`config.mk`:
```
export PLATFORM = sky130hd
export DESIGN_NAME = lsu
export DESIGN_NICKNAME = d
export VERILOG_FILES = /design/src/rtl/lsu_pkg.sv /design/src/rtl/lsu.sv
export SDC_FILE = /design/constraint.sdc
export NUM_CORES = 1
export LEC_CHECK = 0
export BUFFER_PORTS_ARGS = -buffer_cell sky130_fd_sc_hd__buf_2
export CAP_MARGIN = 20
export CORE_MARGIN = 3
export CORE_UTILIZATION = 44
export DETAILED_ROUTE_END_ITERATION = 8
export GPL_ROUTABILITY_DRIVEN = 0
export HOLD_SLACK_MARGIN = 0.08
export PLACE_DENSITY = 0.82
export SKIP_LAST_GASP = 1
export SYNTH_ARGS = -nofsm -noshare
export SYNTH_HDL_FRONTEND = slang
export SYNTH_SLANG_ARGS = --single-unit
```
`constraint.sdc`:
```
create_clock -name clk -period 1.59 [get_ports clk]
set_input_delay 0.0795 -clock clk [delete_from_list [all_inputs] [get_ports clk]]
set_output_delay 0.0795 -clock clk [all_outputs]
set_load 0.01 [all_outputs]
```
`src/rtl/lsu_pkg.sv`:
```
// Shared types for the load/store unit: request opcode and controller state encodings.
package lsu_pkg;

    typedef enum logic [1:0] {
        OP_NOP   = 2'b00,
        OP_LOAD  = 2'b01,
        OP_STORE = 2'b10,
        OP_CLEAR = 2'b11
    } op_e;

    typedef enum logic [2:0] {
        S_IDLE  = 3'd0,
        S_LOAD  = 3'd1,
        S_RESP  = 3'd2,
        S_STORE = 3'd3,
        S_CLEAR = 3'd4
    } state_e;

endpackage

```
`src/rtl/lsu.sv`:
```
// Load/store unit between a CPU request port and a single-port data memory; LOAD response 2 cycles
// after acceptance and held until resp_ready; req_ready only in IDLE, CLEAR sweeps all 2**A entries.
module lsu
    import lsu_pkg::*;
#(
    parameter int W = 8,
    parameter int A = 8
) (
    input  logic         clk,
    input  logic         reset,
    input  logic         req_valid,
    output logic         req_ready,
    input  logic [1:0]   req_op,
    input  logic [A-1:0] req_addr,
    input  logic [W-1:0] req_wdata,
    output logic         resp_valid,
    input  logic         resp_ready,
    output logic [W-1:0] resp_rdata,
    output logic         clear_done,
    output logic [A-1:0] mem_addr,
    output logic [W-1:0] mem_wdata,
    output logic         mem_re,
    output logic         mem_we,
    input  logic [W-1:0] mem_rdata
);

    localparam logic [A-1:0] CNT_MAX = '1;

    state_e         state;
    logic [A-1:0]   addr_q;
    logic [W-1:0]   wdata_q;
    logic [A-1:0]   cnt;
    logic [A-1:0]   cnt_nxt;

    assign cnt_nxt = cnt + 1'b1;

    // All outputs are registered: each branch sets the values the next state must present.
    always_ff @(posedge clk) begin
        if (reset) begin
            state      <= S_IDLE;
            addr_q     <= '0;
            wdata_q    <= '0;
            cnt        <= '0;
            resp_rdata <= '0;
            req_ready  <= 1'b1;
            resp_valid <= 1'b0;
            clear_done <= 1'b0;
            mem_re     <= 1'b0;
            mem_we     <= 1'b0;
            mem_addr   <= '0;
            mem_wdata  <= '0;
        end else begin
            clear_done <= 1'b0;
            mem_re     <= 1'b0;
            mem_we     <= 1'b0;
            mem_addr   <= '0;
            mem_wdata  <= '0;
            case (state)
                S_IDLE: begin
                    if (req_valid) begin
                        addr_q  <= req_addr;
                        wdata_q <= req_wdata;
                        case (op_e'(req_op))
                            OP_LOAD: begin
                                state     <= S_LOAD;
                                req_ready <= 1'b0;
                                mem_re    <= 1'b1;
                                mem_addr  <= req_addr;
                            end
                            OP_STORE: begin
                                state     <= S_STORE;
                                req_ready <= 1'b0;
                                mem_we    <= 1'b1;
                                mem_addr  <= req_addr;
                                mem_wdata <= req_wdata;
                            end
                            OP_CLEAR: begin
                                state     <= S_CLEAR;
                                req_ready <= 1'b0;
                                cnt       <= '0;
                                mem_we    <= 1'b1;
                            end
                            default: ;
                        endcase
                    end
                end
                S_LOAD: begin
                    resp_rdata <= mem_rdata;
                    resp_valid <= 1'b1;
                    state      <= S_RESP;
                end
                S_RESP: begin
                    if (resp_ready) begin
                        resp_valid <= 1'b0;
                        req_ready  <= 1'b1;
                        state      <= S_IDLE;
                    end
                end
                S_STORE: begin
                    req_ready <= 1'b1;
                    state     <= S_IDLE;
                end
                S_CLEAR: begin
                    if (cnt == CNT_MAX) begin
                        req_ready <= 1'b1;
                        state     <= S_IDLE;
                    end else begin
                        // clear_done is raised alongside the write of the last entry
                        cnt        <= cnt_nxt;
                        mem_we     <= 1'b1;
                        mem_addr   <= cnt_nxt;
                        clear_done <= (cnt_nxt == CNT_MAX);
                    end
                end
                default: begin
                    req_ready  <= 1'b1;
                    resp_valid <= 1'b0;
                    state      <= S_IDLE;
                end
            endcase
        end
    end

endmodule

```
Word level (Yosys, flattened, before mapping)
Cells that the tools add are included.
{ "word_totals": {"regBits": 40, "in_bits": 30, "output_inout_bits": 29, "wordCells": 71} }
{ "op_classes": {"n_addsub": 1, "n_eq_ne": 16, "muxes": 25, "bitwise_logic": 6, "reduce_logical": 13} }
{ "ops": {"columns": ["cell", "count"], "rows": [
  ["two-way mux 8 bit", 6],
  ["case mux 8 bit (2 select lines)", 2],
  ["equality test 8 bit, second input constant", 2],
  ["case mux 3 bit (4 select lines)", 1],
  ["OR reduction 3 bit", 4],
  ["inequality test 2 bit, second input constant", 5],
  ["two-way mux 1 bit", 9],
  ["two-way mux 3 bit", 3],
  ["case mux 3 bit (3 select lines)", 1],
  ["adder 8 x 1 -> 8 bit, second input constant", 1],
  ["AND reduction 4 bit", 2],
  ["equality test 3 x 2 -> 1 bit, second input constant", 2],
  ["NOT 1 bit", 6],
  ["AND reduction 5 bit", 1],
  ["equality test 2 bit, second input constant", 2],
  ["inequality test 4 x 1 -> 1 bit, second input constant", 1],
  ["case mux 1 bit (4 select lines)", 1],
  ["OR reduction 2 bit", 2],
  ["OR reduction 4 bit", 1],
  ["equality test 3 x 1 -> 1 bit, second input constant", 1],
  ["equality test 3 bit, second input constant", 1],
  ["zero test 3 bit", 1],
  ["case mux 1 bit (3 select lines)", 1],
  ["equality test 2 x 1 -> 1 bit, second input constant", 1],
  ["other kinds (4)", 4]
]} }

Depth between registers and ports, before layout
Gate-level depths: netlist of run 1.
{ "logic_depth": {"depth_word": 5, "depth_mapped": 6, "ltp_nobuf": 6} }

Worst setup path before layout of run 1
OpenSTA, ideal clock, no wires.
{ "synth_path": {"path_kind": "register to register", "start": "reg cnt[0]", "end": "reg req_ready", "setup_ns": 0.136, "arrival_ns": 1.380, "required_ns": 1.454, "slack_ns": 0.075, "stages_incl_launch_ff": 6, "n_path_buf": 0, "cell_sequence": "dfxtp_1 ha_1 nand3_2 o21a_4 o41ai_2 o311ai_1"} }
{ "synth_between": {"elab_chain_len": 3} }
{ "synth_lines": {"columns": ["item", "line_no", "rtl"], "rows": [
  ["from (decl)", "lsu.sv:32", "logic [A-1:0] cnt;"],
  ["from (signal assigned)", "lsu.sv:109", "cnt <= cnt_nxt;"],
  ["equality test 8 bit", "lsu.sv:104", "if (cnt == CNT_MAX) begin"],
  ["inequality test 2 bit (no line)", null, null],
  ["AND reduction 5 bit (no line)", null, null],
  ["to (signal assigned)", "lsu.sv:100", "req_ready <= 1'b1;"],
  ["to (signal assigned)", "lsu.sv:105", "req_ready <= 1'b1;"],
  ["to (signal assigned)", "lsu.sv:116", "req_ready <= 1'b1;"],
  ["to (decl)", "lsu.sv:12", "output logic req_ready,"]
]} }
No other way between the ends.
A chain may end at the register's enable or synchronous reset.

Worst setup path in the final report of run 1
{ "layout_path": {"start": "reg state[0]", "end": "reg cnt[1]"} }
{ "layout_between": {"elab_chain_len": 3, "word_cells_on_any_way": 8} }
{ "layout_lines": {"columns": ["item", "line_no", "rtl"], "rows": [
  ["from (decl)", "lsu.sv:29", "state_e state;"],
  ["from (signal assigned)", "lsu.sv:40", "state <= S_IDLE;"],
  ["from (signal assigned)", "lsu.sv:65", "state <= S_LOAD;"],
  ["from (signal assigned)", "lsu.sv:71", "state <= S_STORE;"],
  ["equality test 3 bit / zero test 3 bit (equally long branches)", "lsu.sv:58", "case (state)"],
  ["inequality test 2 bit (no line) (tied with other cells)", null, null],
  ["AND reduction 4 bit (no line)", null, null]
]} }
Parallel ways exist; a longest one is shown, timed or not.

==> qor.yml, run 1 <==
cts:
  clock_sinks: 40
  cts_tree: "done"
  ctsHtreeMaxLevel: 2
  cts_buffers: 5
  clock-root-buffer: "clkbuf_8"
  clock_path_buffers: 2
  clk_pin_slew_ps: 70
  cts_setup_buffers: 0
  clock_latency_ps: 290
synthesis:
  async_reset_ff_share_pct: 0
  synth_edf_count: 0
  syn_nets: 223
  syn_inst: 186
  synthFlopType: "dfxtp_1"
  netlist.area_leader.share_pct: 46.3
  yosysSeqAreaShare_pct: 46.3
  yosysWarningCount: 0
  ys_seq_elements: 40
  synth.area.top_cells: "dfxtp_1 (46%), nand2_1 (6.7%), a21oi_1 (6.4%), ha_1 (5.1%), and2_1 (3.3%)"
  netlist_area_um2: 1730
  synth_most_common_cell: "dfxtp_1"
  synth_top_area_cell: "dfxtp_1"
  avgSynthCellArea_um2: 9.29
  netlist_top_cells_count: "dfxtp_1 (40), nand2_1 (31), a21oi_1 (22)"
  synth_cell_types: 44
critical_path:
  crit_arrival_ps: 1770
  required_ps: 1780
  worstSetupStartpointType: "flop"
  path_class: "flop to flop"
  cpPeakStageDelay_ps: 450
  r2r_slack_ps: 20
  reg2reg_depth: 4
  cp-end-kind: "flop"
  worstReg2RegEnd: "cnt[1]"
  worst_path_max_delay_cell: "dfxtp_1"
  critPathBufInv: 1
  path_max_fanout: 9
  worstPathCellList: "nor3b_4, o21ai_2, buf_4, o32ai_1"
  reg2reg_from: "state[0]"
  critPathTopFamily: "flip-flops"
pwr:
  vdd_drop_max_mv: 0.535
  power_density_nw_per_um2: 850
  power_leakage_nw: 1.09
  power_mw: 2.09
die:
  top_level_ports: 59
  dieWidth_um: 68.7
  fp.dieH_um: 68.7
  coreArea_um2: 3720
  start_util_pct: 46.5
  die-area_um2: 4710
  rows: 22
place:
  place_ws_ps: 40.7
  hpwl_mm: 2.96
  place_area_um2: 2120
  portBuffers: 58
  dp_cells: 297
drt:
  detail_route.wl_per_cell_um: 14.6
  drtIter0Drc: 176
  num_vias: 1723
  finalWirelength_mm: 4.79
  route.detailed.drc: 0
  viasPerCell: 5.24
  drt_pass1_iterations: 4
  ant_nets: 0
flow_run:
  drv_cap: 0
timing:
  relSlewSlack_pct: 69.4
  fin_crit_sh_pct: 99.0
  fmax_mhz: 635
  maxSlewViolCount: 0
  grt_setup_unrepaired: "yes"
  worst_slack_ps: 15.8
  period_needed_ps: 1570
  setup_violations: 0
  worst_clock_skew_ps: 5.47
  tightest_slew_ps: 459
  hold_viol_final: 0
hold_path:
  holdCritPathClass: "input port to flop"
  hp-start: "reset"
  min_delay_path_depth: 2
  min_to: "resp_rdata[7]"
layout:
  register_area_um2: 802
  num-nets-final: 318
  stdcell_count: 329
  multi_input_area_um2: 892
  fin_area_um2: 2460
  syn2layout_area_growth_pct: 42.6
  num_antenna_cells: 0
  nFillCells: 302
  layout-drive-gt1-share_pct: 32.4
global_routing:
  grt_pass1_vias: 1525
  antenna_found_initial: 0
  gr-total-overflow: 0
  track_usage_pct: 19.7
  grt_pass1_wl_mm: 6.84
  grt_max_degree: 13
outcome:
  status: "completed"
[flip-flops by register name (all words and copies together), names as in the netlist]
name        flops
cnt             8
mem_addr        8
mem_wdata       8
resp_rdata      8
state           3
clear_done      1
mem_re          1
mem_we          1
req_ready       1
resp_valid      1
[where the power goes]
part / switching, mW / internal [mW]
Clock: 0.324 / 0.298
Combinational: 0.201 / 0.189
Sequential: 0.0348 / 1.05
[kinds of logic after synthesis]
family                   after synthesis  synth area share, %
AND/OR/NAND/NOR                       81                 25.2
AO/OA/AOI/OAI                         44                 18.4
flip-flops                            40                 46.3
buffers and inverters                 11                 3.48
adder cells (fa/ha/maj)                7                 5.07
XOR/XNOR                               3                 1.52
[final cells by class]
class / count / area share (%)
inverter: 5 / 0.762
multi-input combinational: 136 / 36.2
timing repair buffer: 93 / 24.9
clock inverter: 1 / 0.203
clock buffer: 6 / 2.95
sequential: 40 / 32.6
tap: 48 / 2.44
[how the worst max path moves through the flow]
stage          startpoint   endpoint  slack (ps)  depth (start not counted)
2_1_floorplan      cnt[0]  req_ready          70                          5
3_3_place_gp       cnt[1]  req_ready          80                          5
3_5_place_dp       cnt[1]  req_ready          40                          5
4_1_cts          state[1]   state[1]          20                          4
5_1_grt          state[0]     cnt[1]         -80                          4
6_report         state[0]     cnt[1]          20                          4
[layer usage]
layer / share of wire [%] / vias to the layer above / global-route usage [%]
met5: 0 / - / 0
met4: 3.1 / 0 / 8.68
met3: 6.6 / 20 / 4.86
met2: 51 / 88 / 34.1
met1: 39 / 775 / 22.9
li1: - / 840 / -
[per-stage QoR]
step | utilization [%] | setup TNS [ps] | hold slack, ps
3_5_place_dp | 57.0 | 0 | 281
6_report | 66.3 | 0 | 111
3_3_place_gp | 57.0 | 0 | 278
2_1_floorplan | - | 0 | 201
5_1_grt | 66.3 | -229 | 124
4_1_cts | 65.6 | 0 | 99.4
[timing repair]
| action | CTS | global route |
|---|---|---|
| endpoints found under the hold margin | 24 | 0 |
| hold buffers | 24 | 0 |
| setup endpoints to repair | 0 | 14 |
| gates resized for setup | 0 | 4 |
[placed cells by master, fill, tap and decap left out, types with 3 or more instances in the layout]
| cell type | instances |
|---|---|
| a21oi_1 | 22 |
| and2_1 | 9 |
| and3_1 | 3 |
| buf_2 | 58 |
| buf_4 | 11 |
| clkbuf_8 | 5 |
| dfxtp_1 | 39 |
| dlygate4sd3_1 | 24 |
| ha_1 | 6 |
| inv_1 | 5 |
| nand2_1 | 31 |
| nand3_1 | 7 |
| nand4_1 | 3 |
| nor2_1 | 10 |
| nor3_1 | 3 |
| o21ai_0 | 5 |
No activity file was read; power rests on OpenSTA's default activity.
==> inputs of run 2 (changes only) <==
CELL_PAD_IN_SITES_DETAIL_PLACEMENT = 0   (was unset)
CELL_PAD_IN_SITES_GLOBAL_PLACEMENT = 1   (was unset)
CORE_UTILIZATION = 33   (was 44)
PLACE_DENSITY = 0.83   (was 0.82)
==> run 2 against run 1 <==
  * Critical path depth is 1 higher
  * Non-clock buffer count is 3 higher
  * Combinational power is 1% lower
  * Cell count is 6.4% higher
  * Wire length is 9.5% lower
  * Maximum frequency is 3.8% higher
  * Critical endpoint is now req_ready
==> qor.yml, run 2 (synthesized netlist as in run 1, its figures left out) <==
outcome:
  status: "completed"  # unchanged
place:
  portBuffers: 58  # unchanged
  place_area_um2: 2170  # was 2120 um^2
  hpwl_mm: 3.12  # was 2.96 mm
  dp_cells: 319  # was 297
  place_ws_ps: 75.2  # was 40.7 ps
layout:
  register_area_um2: 801  # was 802 um^2
  layout_commonest_cell: "buf_2"  # unchanged
  num-nets-final: 320  # was 318
  syn2layout_area_growth_pct: 44.1  # was 42.6%
  layout_common_cells: "buf_2 (58), dfxtp_1 (40), nand2_1 (31)"  # was buf_2 (58), dfxtp_1 (39), nand2_1 (31)
  nFillCells: 481  # was 302
  stdcell_count: 350  # was 329
  layout-drive-gt1-share_pct: 32.2  # was 32.4%
  fin_area_um2: 2490  # was 2460 um^2
  multi_input_area_um2: 873  # was 892 um^2
  num_antenna_cells: 0  # unchanged
die:
  coreArea_um2: 4880  # was 3720 um^2
  die-area_um2: 6140  # was 4710 um^2
  dieWidth_um: 78.4  # was 68.7 um
  top_level_ports: 59  # unchanged
  fp.dieH_um: 78.4  # was 68.7 um
  start_util_pct: 35.4  # was 46.5%
  rows: 25  # was 22
cts:
  clock-root-buffer: "clkbuf_8"  # unchanged
  clock_path_buffers: 2  # unchanged
  ctsHtreeMaxLevel: 2  # unchanged
  cts_setup_buffers: 0  # unchanged
  cts_tree: "done"  # unchanged
  clk_pin_slew_ps: 70  # about the same
  clock_sinks: 40  # unchanged
  clock_latency_ps: 290  # about the same
  cts_buffers: 5  # unchanged
timing:
  whs_ps: 133  # was 111 ps
  tightest_slew_ps: 456  # was 459 ps
  fmax_mhz: 659  # was 635 MHz
  period_needed_ps: 1520  # was 1570 ps
  worst_slack_ps: 73.2  # was 15.8 ps
  maxSlewViolCount: 0  # unchanged
  setup_violations: 0  # unchanged
  hold_viol_final: 0  # unchanged
  worst_clock_skew_ps: 2.84  # was 5.47 ps
  relSlewSlack_pct: 69.6  # was 69.4%
  grt_setup_unrepaired: "yes"  # unchanged
  setup-tns-final_ps: 0  # unchanged
  fin_crit_sh_pct: 95.4  # was 99.0%
pwr:
  net-switching-power_mw: 0.547  # was 0.560 mW
  vdd_drop_max_mv: 0.447  # was 0.535 mV
  power.share.switching_pct: 26.3  # was 26.7%
  pwr-share-seq_pct: 51.9  # was 51.7%
  pwr-share-clk_pct: 29.6  # was 29.7%
  power_density_nw_per_um2: 836  # was 850 nW/um^2
  p_int_mw: 1.53  # about the same
  p_comb_share_pct: 18.5  # was 18.6%
  power_leakage_nw: 1.10  # was 1.09 nW
drt:
  viasPerCell: 4.67  # was 5.24
  route.detailed.drc: 0  # unchanged
  ant_nets: 0  # unchanged
  drt_pass1_iterations: 4  # unchanged
  drtIter0Drc: 107  # was 176
  detail_route.wl_per_cell_um: 12.4  # was 14.6 um
  num_vias: 1636  # was 1723
  finalWirelength_mm: 4.34  # was 4.79 mm
flow_run:
  drv_cap: 0  # unchanged
critical_path:
  reg2reg_depth: 5  # was 4
  worstSetupStartpointType: "flop"  # unchanged
  r2r_slack_ps: 70  # was 20 ps
  crit_end: "req_ready"  # was cnt[1]
  path_max_fanout: 9  # unchanged
  cp-startpoint: "cnt[0]"  # was state[0]
  required_ps: 1750  # was 1780 ps
  crit_arrival_ps: 1670  # was 1770 ps
  cp-end-kind: "flop"  # unchanged
  worstReg2RegEnd: "req_ready"  # was cnt[1]
  reg2reg_from: "cnt[0]"  # was state[0]
  path_class: "flop to flop"  # unchanged
global_routing:
  grt_pass1_wl_mm: 7.27  # was 6.84 mm
  gr-total-overflow: 0  # unchanged
  grt_max_degree: 13  # unchanged
  track_usage_pct: 14.9  # was 19.7%
  grt_pass1_vias: 1541  # was 1525
  antenna_found_initial: 0  # unchanged
hold_path:
  holdCritPathClass: "input port to flop"  # unchanged
## run 2: changes by cell type in the layout (fill, tap and decap cells not counted)
cell,previous run,this run
dfxtp_1,39,40
ha_1,6,7
ha_2,1,0
nand3_2,0,1
nand3_4,1,0
dfxtp_2,1,0
buf_4,11,14
o21a_2,1,0
## run 2: power groups by stage
stage               clock network (mW)  registers [mW]  logic (mW)
floorplan                            0            1.11       0.201
CTS                              0.647            1.08       0.383
finish                           0.616            1.08       0.385
global route                     0.698            1.09       0.426
global placement                     0            1.10       0.334
detailed placement                   0            1.10       0.336
## run 2: per-layer routing
metal	wire length, um	up-vias	GRT usage [%]	part of all wire [%]
met5	0	-	0	0
met4	92	0	6.29	2.1
met3	191	8	3.44	4.4
met2	2020	36	22.9	46
met1	2040	747	19.9	47
li1	-	845	-	-
## run 2: worst min path at each step
| stage | cells past startpoint | slack [ps] | endpoint | start |
|---|---|---|---|---|
| 2_1_floorplan | 1 | 200 | mem_wdata[0] | req_wdata[0] |
| 3_5_place_dp | 2 | 280 | mem_wdata[5] | req_wdata[5] |
| 4_1_cts | 3 | 120 | mem_re | req_valid |
| 6_report | 3 | 130 | mem_we | req_valid |
| 5_1_grt | 3 | 150 | mem_we | req_valid |
| 3_3_place_gp | 2 | 280 | mem_wdata[4] | req_wdata[4] |
## run 2: final cells by class
cell class	count	share of cell area [%]
inverter	5	0.754
timing repair buffer	96	25.5
clock buffer	6	2.91
clock inverter	1	0.201
multi-input combinational	135	35.1
tap	67	3.37
sequential	40	32.2
## run 2: timing repair
item,CTS,global route
gates resized for setup,0,1
endpoints found under the hold margin,24,0
setup endpoints to repair,0,10
hold buffers,24,0
## run 2: through the flow
stage	utilization, %	power (mW)
2_1_floorplan	-	1.31
3_3_place_gp	44.4	1.44
3_5_place_dp	44.4	1.44
4_1_cts	50.9	2.11
5_1_grt	51.0	2.21
6_report	51.0	2.08
## run 2: worst max-delay path, stage by stage, from the launching register on
cell and delay [ps]:
dfxtp_1 340, ha_1 190, nand3_2 130, o21a_4 270, o41ai_2 320, o311ai_1 140
